<file path="src/rtl/crc_pkg.sv">
// Shared CRC definitions: the default polynomial, the receiver state encoding
// and the bit-serial residue update shared with the generator and verifier.
package crc_pkg;

    localparam logic [8:0] CRC8_POLY = 9'h107;
    localparam int CRC_MAX  = 32;
    localparam int STEP_MAX = 128;

    typedef enum logic [1:0] {COLLECT, DRAIN, CHECK, OUTPUT} crc_state_e;

    // Consumes n bits of 'bits' MSB first. Bits are left-aligned, so bit
    // STEP_MAX-1 is the first one taken. Only the low crc_w bits of rem and poly count.
    function automatic logic [CRC_MAX-1:0] crc_step(
        input logic [CRC_MAX-1:0]  rem,
        input logic [STEP_MAX-1:0] bits,
        input int                  n,
        input int                  crc_w,
        input logic [CRC_MAX-1:0]  poly
    );
        logic [CRC_MAX-1:0]  r;
        logic [CRC_MAX-1:0]  mask;
        logic [CRC_MAX-1:0]  top;
        logic [STEP_MAX-1:0] bl;
        logic                fb;
        mask = (crc_w >= CRC_MAX) ? '1 : CRC_MAX'((64'd1 << crc_w) - 64'd1);
        r    = rem & mask;
        bl   = bits;
        for (int i = 0; i < STEP_MAX; i++) begin
            if (i < n) begin
                top = r >> (crc_w - 1);
                fb  = top[0] ^ bl[STEP_MAX-1];
                r   = ((r << 1) & mask) ^ (fb ? (poly & mask) : '0);
                bl  = bl << 1;
            end
        end
        return r;
    endfunction

endpackage

</file>
<file path="src/rtl/crc_frame_rx_core.sv">
// Sequential CRC residue engine: after a start pulse it walks the frame
// XOR_OPS_PER_CYCLE bits per cycle and raises done once every bit is consumed.
module crc_residue_core
    import crc_pkg::*;
#(
    parameter int                   TOTAL             = 64,
    parameter int                   CRC_WIDTH         = 8,
    parameter logic [CRC_WIDTH-1:0] POLY_LO           = 8'h07,
    parameter logic [CRC_WIDTH-1:0] SEED              = '0,
    parameter int                   XOR_OPS_PER_CYCLE = 8
) (
    input  logic             clk,
    input  logic             rst_n,
    input  logic             start,
    input  logic [TOTAL-1:0] frame,
    output logic             done,
    output logic             rem_zero
);

    localparam int K     = XOR_OPS_PER_CYCLE;
    localparam int C     = (TOTAL + K - 1) / K;
    localparam int PADW  = C * K;
    localparam int LASTN = TOTAL - (C - 1) * K;
    localparam int PW    = $clog2(C + 1);

    logic [CRC_WIDTH-1:0] rem;
    logic [PW-1:0]        ptr;
    logic                 active;
    logic [PADW-1:0]      padded;
    logic [PADW-1:0]      shifted;
    logic [K-1:0]         chunk;
    logic [STEP_MAX-1:0]  bits_al;
    logic [CRC_MAX-1:0]   step_full;
    logic [CRC_WIDTH-1:0] rem_next;
    int                   n_bits;

    // Zero-pad the tail so every cycle can slice a full K-bit chunk.
    assign padded  = PADW'(frame) << (PADW - TOTAL);
    assign shifted = padded << (K * int'(ptr));
    assign chunk   = shifted[PADW-1 -: K];
    assign bits_al = STEP_MAX'(chunk) << (STEP_MAX - K);

    always_comb begin
        n_bits    = (ptr == PW'(C - 1)) ? LASTN : K;
        step_full = crc_step(CRC_MAX'(rem), bits_al, n_bits, CRC_WIDTH, CRC_MAX'(POLY_LO));
        rem_next  = step_full[CRC_WIDTH-1:0];
    end

    assign done     = active && (ptr == PW'(C));
    assign rem_zero = (rem == '0);

    always_ff @(posedge clk or negedge rst_n) begin
        if (!rst_n) begin
            rem    <= SEED;
            ptr    <= '0;
            active <= 1'b0;
        end else if (start) begin
            rem    <= SEED;
            ptr    <= '0;
            active <= 1'b1;
        end else if (active) begin
            if (ptr != PW'(C)) begin
                rem <= rem_next;
                ptr <= ptr + 1'b1;
            end else begin
                // Result is sampled by the FSM on this edge; rearm for the next frame.
                rem    <= SEED;
                ptr    <= '0;
                active <= 1'b0;
            end
        end
    end

endmodule

</file>
<file path="src/rtl/crc_frame_rx.sv">
// Receive end of the CRC link: collects one frame from the byte stream, checks
// its CRC sequentially and hands payload plus pass/fail and length flags downstream.
module crc_frame_rx
    import crc_pkg::*;
#(
    parameter int                   DATA_WIDTH        = 56,
    parameter int                   CRC_WIDTH         = 8,
    parameter logic [CRC_WIDTH:0]   POLY              = CRC8_POLY,
    parameter logic [CRC_WIDTH-1:0] SEED              = '0,
    parameter int                   XOR_OPS_PER_CYCLE = 8
) (
    input  logic                  clk,
    input  logic                  rst_n,
    input  logic                  s_valid,
    output logic                  s_ready,
    input  logic [7:0]            s_data,
    input  logic                  s_last,
    output logic                  m_valid,
    input  logic                  m_ready,
    output logic [DATA_WIDTH-1:0] m_data,
    output logic                  m_crc_ok,
    output logic                  m_len_err,
    output logic                  busy
);

    localparam int TOTAL  = DATA_WIDTH + CRC_WIDTH;
    localparam int NBYTES = TOTAL / 8;
    localparam int CW     = $clog2(NBYTES + 1);

    if (TOTAL % 8 != 0) begin : g_bad_total
        $fatal(1, "crc_frame_rx: frame length must be a whole number of bytes");
    end
    if (XOR_OPS_PER_CYCLE < 1 || XOR_OPS_PER_CYCLE > TOTAL || TOTAL > STEP_MAX) begin : g_bad_ops
        $fatal(1, "crc_frame_rx: XOR_OPS_PER_CYCLE out of range");
    end

    crc_state_e       state, state_nxt;
    logic [CW-1:0]    count;
    logic [TOTAL-1:0] frame;
    logic [TOTAL-1:0] frame_in;
    logic [TOTAL-1:0] aligned;
    logic             accept;
    logic             last_byte;
    logic             start;
    logic             done;
    logic             rem_zero;

    assign accept    = s_valid && ((state == COLLECT) || (state == DRAIN));
    assign last_byte = (count == CW'(NBYTES - 1));
    assign frame_in  = (frame << 8) | TOTAL'(s_data);
    // Short frame: push the bytes received so far to the top, zero below.
    assign aligned   = frame_in << (8 * (NBYTES - 1 - int'(count)));

    crc_residue_core #(
        .TOTAL             (TOTAL),
        .CRC_WIDTH         (CRC_WIDTH),
        .POLY_LO           (POLY[CRC_WIDTH-1:0]),
        .SEED              (SEED),
        .XOR_OPS_PER_CYCLE (XOR_OPS_PER_CYCLE)
    ) u_core (
        .clk      (clk),
        .rst_n    (rst_n),
        .start    (start),
        .frame    (frame),
        .done     (done),
        .rem_zero (rem_zero)
    );

    always_ff @(posedge clk or negedge rst_n) begin
        if (!rst_n) state <= COLLECT;
        else        state <= state_nxt;
    end

    always_comb begin
        state_nxt = state;
        case (state)
            COLLECT: if (accept) begin
                if (last_byte)   state_nxt = s_last ? CHECK : DRAIN;
                else if (s_last) state_nxt = OUTPUT;
            end
            DRAIN:   if (accept && s_last) state_nxt = OUTPUT;
            CHECK:   if (done)             state_nxt = OUTPUT;
            OUTPUT:  if (m_ready)          state_nxt = COLLECT;
            default:                       state_nxt = COLLECT;
        endcase
    end

    always_comb begin
        s_ready = (state == COLLECT) || (state == DRAIN);
        m_valid = (state == OUTPUT);
        busy    = (state != COLLECT) || (count != '0);
        start   = (state == COLLECT) && accept && last_byte && s_last;
    end

    always_ff @(posedge clk or negedge rst_n) begin
        if (!rst_n) begin
            count     <= '0;
            frame     <= '0;
            m_data    <= '0;
            m_crc_ok  <= 1'b0;
            m_len_err <= 1'b0;
        end else begin
            case (state)
                COLLECT: if (accept) begin
                    frame <= frame_in;
                    count <= count + 1'b1;
                    if (!last_byte && s_last) begin
                        m_data    <= aligned[TOTAL-1:CRC_WIDTH];
                        m_crc_ok  <= 1'b0;
                        m_len_err <= 1'b1;
                    end else if (last_byte && !s_last) begin
                        m_len_err <= 1'b1;
                    end
                end
                DRAIN: if (accept && s_last) begin
                    m_data   <= frame[TOTAL-1:CRC_WIDTH];
                    m_crc_ok <= 1'b0;
                end
                CHECK: if (done) begin
                    m_data    <= frame[TOTAL-1:CRC_WIDTH];
                    m_crc_ok  <= rem_zero;
                    m_len_err <= 1'b0;
                end
                OUTPUT: if (m_ready) begin
                    count     <= '0;
                    frame     <= '0;
                    m_data    <= '0;
                    m_crc_ok  <= 1'b0;
                    m_len_err <= 1'b0;
                end
                default: ;
            endcase
        end
    end

endmodule
</file>
<file path="config.mk">
export PLATFORM = sky130hd
export DESIGN_NAME = crc_frame_rx
export DESIGN_NICKNAME = d
export VERILOG_FILES = /design/src/rtl/crc_pkg.sv /design/src/rtl/crc_frame_rx_core.sv /design/src/rtl/crc_frame_rx.sv
export SDC_FILE = /design/constraint.sdc
export NUM_CORES = 1
export LEC_CHECK = 0
export BUFFER_PORTS_ARGS = -buffer_cell sky130_fd_sc_hd__buf_2
export CORE_ASPECT_RATIO = 0.75
export CORE_MARGIN = 2
export CORE_UTILIZATION = 45
export CTS_BUF_LIST = sky130_fd_sc_hd__clkbuf_8
export CTS_CLUSTER_SIZE = 20
export DETAILED_ROUTE_END_ITERATION = 8
export GPL_TIMING_DRIVEN = 0
export PLACE_DENSITY = 0.62
export RECOVER_POWER = 50
export SYNTH_ARGS = -nofsm -noshare
export SYNTH_HDL_FRONTEND = slang
export SYNTH_SLANG_ARGS = --single-unit
</file>
<file path="constraint.sdc">
create_clock -name clk -period 5.45 [get_ports clk]
set_input_delay 0.545 -clock clk [delete_from_list [all_inputs] [get_ports clk]]
set_output_delay 0.545 -clock clk [all_outputs]
set_load 0.03 [all_outputs]
</file>
==> results of run 1 <==
sequential cells by signal (all words and copies together) (netlist names):
name	cells
u_core.rem	8
m_crc_ok	1
frame	64
count	4
state	2
m_len_err	1
u_core.ptr	4
u_core.active	1
m_data	56
worst max path at each step:
stage / cells after the start / endpoint
2_1_floorplan: 12 / m_crc_ok
3_3_place_gp: 1 / m_data[21]
3_5_place_dp: 14 / m_data[31]
4_1_cts: 14 / m_data[33]
5_1_grt: 1 / frame[32]
6_report: 14 / m_data[37]
worst register-to-register path, delay by kind of cell (launching register included):
kind                     cells  cell delay [ns]
AO/OA/AOI/OAI                4             1.11
AND/OR/NAND/NOR              3             0.22
flip-flops                   1             0.41
adder cells (fa/ha/maj)      1             0.15
buffers and inverters        6             1.62
synthesized netlist by cell type, types with 3 or more instances:
| library cell | count |
|---|---|
| sky130_fd_sc_hd__ha_1 | 9 |
| sky130_fd_sc_hd__a222oi_1 | 6 |
| sky130_fd_sc_hd__o31ai_1 | 7 |
| sky130_fd_sc_hd__a22oi_1 | 23 |
| sky130_fd_sc_hd__xor2_1 | 15 |
| sky130_fd_sc_hd__nand2b_1 | 3 |
| sky130_fd_sc_hd__mux2i_1 | 74 |
| sky130_fd_sc_hd__mux2_2 | 4 |
| sky130_fd_sc_hd__nand2_1 | 22 |
| sky130_fd_sc_hd__a22o_1 | 74 |
| sky130_fd_sc_hd__nor3_1 | 20 |
| sky130_fd_sc_hd__a21oi_1 | 117 |
| sky130_fd_sc_hd__mux4_2 | 8 |
| sky130_fd_sc_hd__buf_1 | 3 |
| sky130_fd_sc_hd__dfrtp_1 | 141 |
| sky130_fd_sc_hd__nor2b_1 | 8 |
| sky130_fd_sc_hd__buf_2 | 17 |
| sky130_fd_sc_hd__a31oi_1 | 3 |
| sky130_fd_sc_hd__clkbuf_1 | 49 |
| sky130_fd_sc_hd__nor2_1 | 150 |
| sky130_fd_sc_hd__o21ai_1 | 3 |
| sky130_fd_sc_hd__o32ai_1 | 8 |
| sky130_fd_sc_hd__xnor2_1 | 6 |
| sky130_fd_sc_hd__a221oi_1 | 19 |
| sky130_fd_sc_hd__o21ai_0 | 19 |
| sky130_fd_sc_hd__inv_1 | 7 |
| sky130_fd_sc_hd__or2_2 | 5 |
| sky130_fd_sc_hd__nand3_1 | 9 |
cell type report:
cell class / instances / share of cell area [%]
diodes: 1 / 0.0273
plain buffers: 73 / 3.74
clock buffers: 18 / 2.70
clock inverters: 14 / 1.73
inverters: 8 / 0.328
multi-input cells: 628 / 45.8
flip-flops and latches: 141 / 38.5
well taps: 242 / 3.30
repair buffers: 74 / 3.86
power breakdown:
group          switching, µW  leakage [µW]  total (µW)  internal, µW
Sequential               209       0.00187        1530          1320
Combinational           2020       0.00174        2710           690
Clock                    459      0.000200         886           427
Total                   2690       0.00381        5120          2430
cell families (layout without fill, tap and decap cells):
| group | Yosys count | in the layout | synth area share [%] |
|---|---|---|---|
| AOI/OAI and AO/OA | 282 | 282 | 23.6 |
| adders and majority gates | 9 | 9 | 1.39 |
| DFF | 141 | 141 | 43.6 |
| and+or+nand+nor | 227 | 227 | 11.9 |
| other | 0 | 1 | 0 |
| xor gates and xnor gates | 23 | 23 | 2.67 |
| buffers and inverters | 81 | 187 | 4.60 |
| muxes | 87 | 87 | 12.3 |
routing by layer:
| layer | track usage [%] | share of wire [%] |
|---|---|---|
| met1 | 52.1 | 46 |
| met2 | 48.0 | 41 |
| met3 | 10.4 | 11 |
| met4 | 9.55 | 2.4 |
| met5 | 1.34 | 0.040 |
metrics by stage:
step	utilization (%)	cell area (µm²)
after floorplan	-	8100
after global placement	49.6	8770
after detailed placement	49.8	8800
after CTS	52.1	9210
after global routing	51.9	9160
final	51.9	9160
==> results by stage, run 1 <==
Clock tree:
- Clock tree synthesis found a total of 141 sinks.
- The count of hold-fix buffers inserted at cts is 0.
- The clock latency at the later pin of the worst-skew pair is 0.47 ns.
- Buffers inserted during clock tree synthesis total 17.
- The H-tree level count is 4.
- The CTS clock-pin slew for the worst setup and hold paths is ~0.090 ns.
- The clock tree from TritonCTS is built.
- The buffers inserted during post-CTS setup optimization is 0.
- The maximum clock insertion buffer count is 2.
- The tree is rooted in a sky130_fd_sc_hd__clkbuf_8.
- After clock tree synthesis, the repair step resized 0 gates.

Cells and area:
- In the final layout, flip-flops and latches occupy 0.00353 mm².
- The relative area change from synthesis to final layout is 13.2%.
- For this run, the number of standard cells in the final layout without fillers is 1199.
- In the layout the commonest cells are 150 x sky130_fd_sc_hd__nor2_1, 141 x sky130_fd_sc_hd__dfrtp_1, 117 x sky130_fd_sc_hd__a21oi_1.
- The number of nets at the end of the flow is just under 1000.
- After filler insertion, the fill cell instance count of the layout stands at 1710.
- The multi-input combinational cells in the finished layout cover a total of 0.00420 mm².
- The share of cells above drive strength 1 is 11.9%.
- The most common cell after layout, fill and taps aside is sky130_fd_sc_hd__nor2_1.

Critical path:
- The kind of end point of the critical path is a flop.
- The worst setup path is launched from a flop.
- In this design, the stage delay of the slowest critical-path cell is 0.70 ns.
- The number of cells traversed by the worst register-to-register path is 14.
- For flop-to-flop paths, the worst setup slack is 1.87 ns.
- The most critical setup path has its startpoint at u_core.ptr[0].
- The startpoint of the worst-slack reg-to-reg timing path is u_core.ptr[0].
- The path type of the worst setup path is flop to flop.
- The worst register-to-register path ends at m_data[37].
- The slowest stage of the critical path is the sky130_fd_sc_hd__clkbuf_1 cell.
- Along the worst path, the maximum fanout reaches 10.
- Together, buffers and inverters on the worst path number 6.
- The signal on the critical path passes through buf_6 > buf_12 > buf_6 > inv_1 > ha_1 > nand2_1 > nor2_1 > a21boi_0 > a211o_1 > a21oi_1 > clkbuf_1 > buf_2 > nor2_1 > a21oi_1.
- Among cell families on the critical path, the largest total delay comes from buffers and inverters.
- The required time at the endpoint of the critical path is just under 6 ns.
- STA puts the critical path data arrival time at 3.97 ns.

Place:
- The detailed placement HPWL is between 20000 and 25000 µm.
- The worst slack at placement is 1.92 ns.
- The number of placed instances with taps included is roughly 1200.
- The port buffer count is 73.
- Routability-driven placement finished with a final weighted congestion of 1.04.

STA:
- Setup repair after global routing left no endpoint under its margin.
- The hold slack is 0.379 ns.
- The number of endpoints with negative hold slack in the final report is 0.
- The setup TNS is 0 ns.
- The maximum achievable frequency is 280 MHz.
- The worst path uses about two thirds of the clock period.
- Headroom to the max-slew limit came out at -137%.
- The final clock skew is 0.0179 ns.
- Counting I/O delays and the setup requirement, the final critical path takes 3.58 ns.
- Setup slack on the critical path of the routed design comes to 1.87 ns.
- The transition time at the pin with the least slew margin is 3.56 ns.
- The max-slew violation count is 63.
- Setup violations remaining at the end of the flow were counted as 0.

Floorplanning:
- Once the floorplan was initialized, standard cells occupied 45.9% of the core.
- The core region is 0.0177 mm².
- During I/O placement, the number of pins put on the boundary was 74.
- In this run the horizontal extent of the chip is between 150 and 200 µm.
- The number of rows created at floorplan is 42.
- The die height is 120 µm.
- The die area is between 0.015 and 0.02 mm².

Global routing:
- The total global-route track usage is 34.6%.
- The number of antenna violations at the first check in global routing was 2.
- Summed over all layers, the global routing overflow is 0.
- The number of global-route vias before repair is 7207.
- Entering global routing, the biggest net connects 80 pins.
- The wire length of the first global-routing pass is 48200 µm.

Detailed routing:
- Across all layers, the routed design uses 7499 vias.
- After detailed routing, the total wire length is 32300 µm.
- The count of nets left with antenna violations once routing finished came out at 0.
- Using the TritonRoute via totals, the vias-per-cell ratio works out to 6.25.
- Dividing the detail-routed wire length by the instance count gives 26.9 µm.
- The number of iterations in the first detailed-routing pass is 6.
- For this run, design rule violations remaining after detail routing come to 0.
- The violation count after the first detailed-route iteration is just over 1000.

Logic synthesis:
- In this run the mean area of a mapped cell was between 9 and 10 µm².
- The synthesized design contains 0 enable-type register cells.
- The number of nets in the synthesized netlist is just under 900.
- The number of different library cells used by synthesis comes to 43.
- Yosys attributes the largest share of cell area to sky130_fd_sc_hd__dfrtp_1 44%, sky130_fd_sc_hd__mux2i_1 9.1%, sky130_fd_sc_hd__a22o_1 8.0%.
- In the synthesized netlist the dominant register cell turns out to be sky130_fd_sc_hd__dfrtp_1.
- The synthesis-stage register bit count is approximately 140.
- Of all flip-flops after synthesis, the portion carrying an async set or reset was between 90% and 100%.
- After technology mapping, the gate count stands at 850.
- The register area share after synthesis is 43.6%.
- The number of warnings reported in the yosys synthesis log is 0.
- The fraction of post-synthesis cell area in the top cell type by area is between 40% and 50%.
- The library cell with the largest summed area after synthesis is sky130_fd_sc_hd__dfrtp_1.
- The mapped netlist covers 0.00810 mm².

Power and ir drop:
- The leakage component of the power is 0.00381 µW.
- The final total power is between 5000 and 6000 µW.
- The maximum vdd ir drop is 0.000291 V.
- In this run the power density over the cells is 559 mW/mm².

Min path:
- The worst hold path startpoint is s_data[6].
- Along the worst hold path, the cell count comes to 2.
- The worst hold path terminates at frame[6].
- The worst hold-check path type is input pin to flop.

Job:
- Max-cap violations in this run came to 1.

Status:
- The final reports fail on capacitance limit, slew limit.
- The flow ran to the end, but the final reports show violations.
No activity file was read; power rests on OpenSTA's default activity.
==> run 2: changes to the inputs <==
--- a/config.mk
+++ b/config.mk
@@ -13,7 +13,7 @@
 export CTS_CLUSTER_SIZE = 20
 export DETAILED_ROUTE_END_ITERATION = 8
 export GPL_TIMING_DRIVEN = 0
-export PLACE_DENSITY = 0.62
+export PLACE_DENSITY = 0.65
 export RECOVER_POWER = 50
 export SYNTH_ARGS = -nofsm -noshare
 export SYNTH_HDL_FRONTEND = slang
==> constraint.sdc (replaced) <==
create_clock -name clk -period 3.15 [get_ports clk]
set_input_delay 0.315 -clock clk [delete_from_list [all_inputs] [get_ports clk]]
set_output_delay 0.315 -clock clk [all_outputs]
set_load 0.03 [all_outputs]
==> run 2 against run 1 <==
  * Critical path depth shrank 6
  * Die area is the same
  * Largest power group unchanged
  * Setup slack lost 1.7 ns
  * Clock skew shrank 0.0085 ns
  * Final cell count is essentially flat
  * The flow now finishes without violations
  * Combinational power grew 72%
  * Sequential cell count is the same
==> results by stage, run 2 (synthesized netlist as in run 1, its figures left out) <==
Status:
- The run finished with clean final reports.

Detailed routing:
- The detailed-route vias per instance is 6.30 (+0.66%).
- The violation count after the first detailed-route iteration was 914 (-9.3%).
- The routed wire length per instance is 26.1 µm (-2.9%).
- The count of unresolved DRC violations after routing is 0 (unchanged).
- The detailed-route wire length is 31300 µm (-3.0%).
- The number of antenna-violating nets in the routed design is 0 (unchanged).
- The via count came to 7542 (+0.57%).
- The number of iterations in the first detailed-routing pass is 6 (unchanged).

Power and ir drop:
- The internal power component is 4280 µW (+76%).
- The share of total power in combinational logic was 52.4% (-0.5 points).
- The power per unit of standard cell area came to 970 mW/mm² (+74%).
- The maximum vdd ir drop is 0.000642 V (+120%).
- The clock share of power is 17.9% (+0.6 points).
- The power spent charging and discharging nets was 4620 µW (+72%).
- The leakage component of the power is 0.00383 µW (+0.36%).
- The proportion of total power due to net switching came to 51.9% (-0.54 points).
- The final total power is 8900 µW (+74%).
- The part of the power in registers was 29.8% (about the same).

Min path:
- The cell depth of the worst min-delay path is 2 (unchanged).
- The hold-critical path endpoint is frame[1].
- The worst hold path startpoint is s_data[1].
- The tightest min-delay check is of the input pin to flop type.

Global routing:
- The sum of overflow across all layers after global routing is 0 (unchanged).
- The largest net degree at the start of global routing is 86 (+7.5%).
- The number of antenna violations at the first check in global routing is 0 (-2).
- The wire length of the first global-routing pass came to 46600 µm (-3.4%).
- The total global-route track usage is 33.4% (-1.2 points).
- The number of global-route vias before repair is 7217 (+0.14%).

STA:
- The transition time at the pin with the least slew margin was 1.46 ns (-2.10 ns).
- The post-route clock period utilization is 93.7% (+28 points).
- The total setup violations reported at the end of the flow was 0 (unchanged).
- The max-slew violation count was 0 (-100%).
- The post-layout minimum cycle time came to 2.95 ns (-0.626 ns).
- The worst slew margin relative to its limit is 2.56% (+140 points).
- Setup repair after global routing left no endpoint under its margin.
- The final clock skew was 0.00936 ns (-0.00853 ns).
- The setup TNS is 0 ns (unchanged).
- The number of endpoints with negative hold slack in the final report is 0 (unchanged).
- The maximum achievable frequency is 339 MHz (+21%).

Floorplanning:
- The width of the die is 159 µm (unchanged).
- The count of pins on the block boundary was 74 (unchanged).
- The effective utilization at floorplan came to 45.9% (unchanged).
- The die height was 120 µm (unchanged).
- The number of rows created at floorplan is 42 (unchanged).
- The placeable core region was 0.0177 mm² (unchanged).
- The die area came to 0.0191 mm² (unchanged).

Clock tree:
- The TritonCTS buffer count came to 17 (unchanged).
- The clock latency at the later pin of the worst-skew pair is 0.47 ns (about the same).
- The CTS clock-pin slew for the worst setup and hold paths is 0.09 ns (about the same).
- The buffers inserted during post-CTS setup optimization came to 0 (unchanged).
- The maximum clock insertion buffer count is 2 (unchanged).
- The sink count of the clock tree is 141 (unchanged).
- The clock tree from TritonCTS is built.
- The H-tree level count is 4 (unchanged).
- The buffer cell driving the clock tree root is sky130_fd_sc_hd__clkbuf_8.

Cells and area:
- The number of nets at the end of the flow is 966 (+0.10%).
- The total inserted antenna cells came to 0 (-1).
- Relative to the synthesized area, the layout overhead comes to 13.4%.
- More flip-flops sit in one register than any other, and that register is frame.
- The library cell used most frequently in the layout, excluding fill and tap cells, is sky130_fd_sc_hd__nor2_1.
- The largest registers in the layout are frame: 64 flops, m_data: 56 flops, u_core.rem: 8 flops.
- The top cell types in the final layout, fill and taps aside, are 150 x sky130_fd_sc_hd__nor2_1, 141 x sky130_fd_sc_hd__dfrtp_1, 116 x sky130_fd_sc_hd__a21oi_1.
- The number of flip-flops in the largest register is 64 (unchanged).
- The share of cells above drive strength 1 was 12.4% (+0.52 points).

Critical path:
- The required time at the endpoint of the critical path is 3.56 ns (-2.28 ns).
- The critical-path maximum fanout is 10 (unchanged).
- STA classifies the critical path startpoint as a flop.
- The number of cells traversed by the worst register-to-register path is 8 (-6).
- The kind of end point of the critical path is a flop.
- The reg-to-reg endpoint is m_data[9].
- The register-to-register setup slack came to 0.20 ns (-1.67 ns).
- The startpoint of the worst-slack reg-to-reg timing path is state[1].
- The critical path is of the flop to flop type.
- The worst endpoint data arrival time is 3.36 ns (-0.61 ns).

Place:
- The port buffer count is 73 (unchanged).
- The detailed placement HPWL is 23700 µm (-2.4%).
- The placer's final routability congestion estimate is 1.08 (+3.7%).

Job:
- The max capacitance violation total is 0 (-1).
[run 2: cell count changes in the layout (fill, tap and decap cells not counted), sizes merged]
cell         before  now
dlygate4sd3       0    1
diode             1    0
clkinvlp          3    2
buf              67   66
bufinv            2    3
[run 2: repair_timing]
action | CTS | global route
gates resized for setup | 2 | 6
hold endpoints to repair | 56 | 0
hold buffers | 1 | 0
gates cloned | 0 | 0
setup endpoints to repair | 57 | 52
[run 2: how the worst max path moves through the flow]
stage / from / slack, ns / endpoint
after global routing: rst_n / 0.02 / m_data[31]
after detailed placement: u_core.ptr[0] / -0.46 / m_data[37]
after CTS: u_core.ptr[0] / 0.04 / m_data[37]
final: state[1] / 0.20 / m_data[9]
after global placement: u_core.ptr[0] / -0.48 / m_data[37]
after floorplan: u_core.ptr[0] / 0.69 / m_crc_ok
[run 2: cell type report]
| cell class | count | area [µm²] |
|---|---|---|
| clock buffer | 17 | 234 |
| fill | 1739 | 8480 |
| multi-input combinational | 628 | 4210 |
| buffer | 73 | 348 |
| clock inverter | 14 | 183 |
| sequential | 141 | 3530 |
| tap | 242 | 303 |
| timing repair buffer | 75 | 345 |
| inverter | 8 | 30.0 |
[run 2: power groups by stage]
stage | Clock [µW] | Combinational (µW) | Sequential [µW]
3_3_place_gp | 0 | 4570 | 2660
2_1_floorplan | 0 | 2390 | 3270
4_1_cts | 1600 | 4600 | 2630
3_5_place_dp | 0 | 4580 | 2660
5_1_grt | 1680 | 4990 | 2700
6_report | 1590 | 4660 | 2650
[run 2: per-stage QoR]
stage / instance area, µm² / instances / util, % / worst slack (ns) / hold slack (ns)
after CTS: 9230 / 1198 / 52.3 / 0.0420 / 0.112
final: 9180 / 1198 / 52.0 / 0.198 / 0.119
after global placement: 8770 / 1165 / 49.6 / -0.476 / 0.485
after floorplan: 8100 / 850 / - / 0.688 / 0.0194
after global routing: 9180 / 1198 / 52.0 / 0.0216 / 0.105
after detailed placement: 8800 / 1166 / 49.8 / -0.465 / 0.312
[run 2: layer usage]
metal  wire [µm]  vias to the layer above  global-route usage [%]
li1            -                     3311                       -
met1       14400                     3741                    50.8
met2       12600                      430                    45.5
met3        3450                       60                    10.0
met4         860                        0                    9.89
met5           0                        -                       0
[run 2: worst max-delay path, cell delays in order, from the launching register on]
cell,delay (ns)
sky130_fd_sc_hd__dfrtp_1,0.42
sky130_fd_sc_hd__inv_1,0.12
sky130_fd_sc_hd__ha_1,0.29
sky130_fd_sc_hd__nor2b_2,0.44
sky130_fd_sc_hd__and2_1,0.18
sky130_fd_sc_hd__clkbuf_1,0.50
sky130_fd_sc_hd__clkbuf_1,0.50
sky130_fd_sc_hd__a22oi_1,0.23
sky130_fd_sc_hd__a21oi_1,0.19
==> run 3: changes to the inputs <==
--- a/config.mk
+++ b/config.mk
@@ -13,7 +13,7 @@
 export CTS_CLUSTER_SIZE = 20
 export DETAILED_ROUTE_END_ITERATION = 8
 export GPL_TIMING_DRIVEN = 0
-export PLACE_DENSITY = 0.65
+export PLACE_DENSITY = 0.66
 export RECOVER_POWER = 50
 export SYNTH_ARGS = -nofsm -noshare
 export SYNTH_HDL_FRONTEND = slang
==> run 3 against run 2 <==
  * Power is 2.2% higher
  * Register-to-register slack worse by 0.05 ns
  * Non-clock buffer count is 1 lower
  * Hold slack better by 0.0016 ns
  * Critical endpoint is now m_data[54]
  * Highest routed layer unchanged
  * Sequential power hardly changed
  * Largest power group unchanged
  * Clock skew is 0.0081 ns higher
  * Largest cell class unchanged
==> results by stage, run 3 (synthesized netlist as in run 1, its figures left out) <==
Floorplanning:
- The die height came to 120 µm (unchanged).
- The number of rows created at floorplan is 42 (unchanged).
- The effective utilization at floorplan is 45.9% (unchanged).
- The width of the die is 159 µm (unchanged).
- The count of pins on the block boundary is 74 (unchanged).
- The die area is 0.0191 mm² (unchanged).
- The placeable core region was 0.0177 mm² (unchanged).

Cells and area:
- The total of fill cells in the finished design is 1683 (-3.2%).
- The number of nets at the end of the flow is 965 (-0.10%).
- The register with the most flip-flops in the final layout is frame.
- The share of cells above drive strength 1 came to 12.6% (+0.10 points).
- The area taken by multi-input logic gates is 0.00421 mm² (about the same).
- The library cell used most frequently in the layout, excluding fill and tap cells, is sky130_fd_sc_hd__nor2_1.
- The combined flip-flop and latch cell area was 0.00353 mm² (unchanged).
- The total inserted antenna cells was 0 (unchanged).
- The number of flip-flops in the largest register was 64 (unchanged).
- The cell area after layout is 0.00926 mm² (+0.80%).
- The top cell types in the final layout, fill and taps aside, are 150 x sky130_fd_sc_hd__nor2_1, 141 x sky130_fd_sc_hd__dfrtp_1, 116 x sky130_fd_sc_hd__a21oi_1.
- The largest registers in the layout are frame: 64 flops, m_data: 56 flops, u_core.rem: 8 flops.
- The relative area change from synthesis to final layout is 14.3%.

Detailed routing:
- The detailed-route vias per instance is 6.31 (+0.28%).
- The number of antenna-violating nets in the routed design was 0 (unchanged).
- The via count is 7563 (+0.28%).
- The count of unresolved DRC violations after routing was 0 (unchanged).
- The number of iterations in the first detailed-routing pass came to 8 (+2).
- The detailed-route wire length was 32100 µm (+2.4%).
- The routed wire length per instance is 26.8 µm (+2.4%).
- The violation count after the first detailed-route iteration was 959 (+4.9%).

Place:
- The post-place instance area is 0.00880 mm² (unchanged).
- The port buffer count is 73 (unchanged).
- The worst slack at placement is -0.465 ns (-0.000505 ns).
- The placer's final routability congestion estimate was 1.03 (-4.0%).
- The detailed placement HPWL is 24100 µm (+1.7%).

Min path:
- The worst hold-check path type is input pin to flop.
- The worst hold path startpoint is s_data[1].
- The path with the worst hold slack has its endpoint at frame[1].
- The cell depth of the worst min-delay path is 2 (unchanged).

STA:
- The hold slack is 0.121 ns (+0.00163 ns).
- Setup repair after global routing left no endpoint under its margin.
- The worst slew margin relative to its limit is 0.725% (-1.8 points).
- The setup TNS is 0 ns (unchanged).
- The worst path setup slack after routing was 0.143 ns (-0.0547 ns).
- The total setup violations reported at the end of the flow was 0 (unchanged).
- The max-slew violation count is 0 (unchanged).
- The number of endpoints with negative hold slack in the final report is 0 (unchanged).
- The final clock skew is 0.0175 ns (+0.00810 ns).
- The post-route clock period utilization was 95.4% (+1.7 points).
- The maximum achievable frequency is 333 MHz (-1.8%).
- The post-layout minimum cycle time is 3.01 ns (+0.0547 ns).
- The transition time at the pin with the least slew margin is 1.49 ns (+0.0276 ns).

Global routing:
- The wire length of the first global-routing pass is 47900 µm (+2.8%).
- The total global-route track usage was 34.2% (+0.79 points).
- The number of global-route vias before repair is 7350 (+1.8%).
- The sum of overflow across all layers after global routing is 0 (unchanged).
- The largest net degree at the start of global routing is 86 (unchanged).
- The number of antenna violations at the first check in global routing is 0 (unchanged).

Critical path:
- The worst endpoint data arrival time was 3.42 ns (+0.06 ns).
- STA classifies the critical path endpoint as a flop.
- The critical path in this run is classified as flop to flop.
- The worst setup path is launched from a flop.
- The required time at the endpoint of the critical path is 3.56 ns (about the same).
- The reg-to-reg endpoint is m_data[54].
- The critical-path maximum fanout is 10 (unchanged).
- The number of cells traversed by the worst register-to-register path is 8 (unchanged).
- The startpoint of the worst-slack reg-to-reg timing path is state[1].
- The register-to-register setup slack is 0.14 ns (-0.05 ns).

Clock tree:
- The clock latency at the later pin of the worst-skew pair is 0.49 ns (+0.02 ns).
- The maximum clock insertion buffer count is 2 (unchanged).
- The clock tree from TritonCTS is built.
- The TritonCTS buffer count was 17 (unchanged).
- The CTS clock-pin slew for the worst setup and hold paths is 0.10 ns (about the same).
- The H-tree level count came to 4 (unchanged).
- The sink count of the clock tree is 141 (unchanged).
- The root buffer cell chosen for the clock tree is sky130_fd_sc_hd__clkbuf_8.

Power and ir drop:
- The maximum vdd ir drop came to 0.000574 V (-11%).
- The clock share of power is 19.3% (+1.4 points).
- The power spent charging and discharging nets came to 4620 µW (about the same).
- The leakage component of the power is 0.00387 µW (+1.0%).
- The final total power is 9100 µW (+2.2%).
- The proportion of total power due to net switching is 50.8% (-1.1 points).
- The internal power component is 4480 µW (+4.6%).
- The part of the power in registers came to 29.2% (-0.6 points).
- The power per unit of standard cell area is 983 mW/mm² (+1.4%).
- The share of total power in combinational logic is 51.5% (-0.9 points).

Status:
- The run finished with clean final reports.

Job:
- The max capacitance violation total is 0 (unchanged).
[run 3: critical path, cell delays in order (launching register included)]
cell                       delay, ns
sky130_fd_sc_hd__dfrtp_1        0.42
sky130_fd_sc_hd__inv_1          0.13
sky130_fd_sc_hd__ha_1           0.27
sky130_fd_sc_hd__nor2b_1        0.59
sky130_fd_sc_hd__nand2_1        0.44
sky130_fd_sc_hd__clkbuf_1       0.32
sky130_fd_sc_hd__o32ai_1        0.42
sky130_fd_sc_hd__a21oi_1        0.15
sky130_fd_sc_hd__a21oi_1        0.19
[run 3: repair_timing]
| action | 4_1_cts | 5_1_grt |
|---|---|---|
| hold endpoints to repair | 56 | 0 |
| gates resized for setup | 2 | 8 |
| endpoints found under the setup margin | 57 | 60 |
| setup buffers | 0 | 0 |
| hold buffers | 1 | 0 |
[run 3: power groups by stage]
stage / registers, µW / logic, µW / clock network [µW]
finish: 2660 / 4690 / 1750
CTS: 2640 / 4630 / 1760
floorplan: 3270 / 2390 / 0
global route: 2700 / 5020 / 1850
detailed placement: 2660 / 4620 / 0
global placement: 2660 / 4610 / 0
[run 3: area by class of cell]
type | count | share of cell area, %
well taps | 242 | 3.27
multi-input cells | 628 | 45.5
inverters | 8 | 0.324
repair buffers | 75 | 3.95
flip-flops and latches | 141 | 38.1
plain buffers | 72 | 3.73
clock inverters | 13 | 2.30
clock buffers | 19 | 2.83
[run 3: through the flow]
| step | instances | util (%) |
|---|---|---|
| 6_report | 1198 | 52.4 |
| 5_1_grt | 1198 | 52.4 |
| 4_1_cts | 1199 | 52.6 |
| 3_5_place_dp | 1166 | 49.8 |
| 3_3_place_gp | 1165 | 49.6 |
| 2_1_floorplan | 850 | - |
[run 3: worst max-delay path by stage]
stage             startpoint         end  slack (ns)  cells past startpoint
4_1_cts        u_core.ptr[0]  m_data[33]        0.06                     14
3_5_place_dp   u_core.ptr[0]  m_data[24]       -0.47                     14
2_1_floorplan  u_core.ptr[0]    m_crc_ok        0.69                     12
3_3_place_gp   u_core.ptr[0]  m_data[33]       -0.47                     14
6_report            state[1]  m_data[54]        0.14                      8
5_1_grt             state[1]  m_data[54]        0.04                      8
[run 3: metal layers]
metal,global-route usage [%],vias to the layer above,wire [µm]
li1,-,3314,-
met4,10.2,0,981
met5,0,-,0
met3,12.7,65,3640
met1,50.1,3749,14700
met2,46.9,435,12800
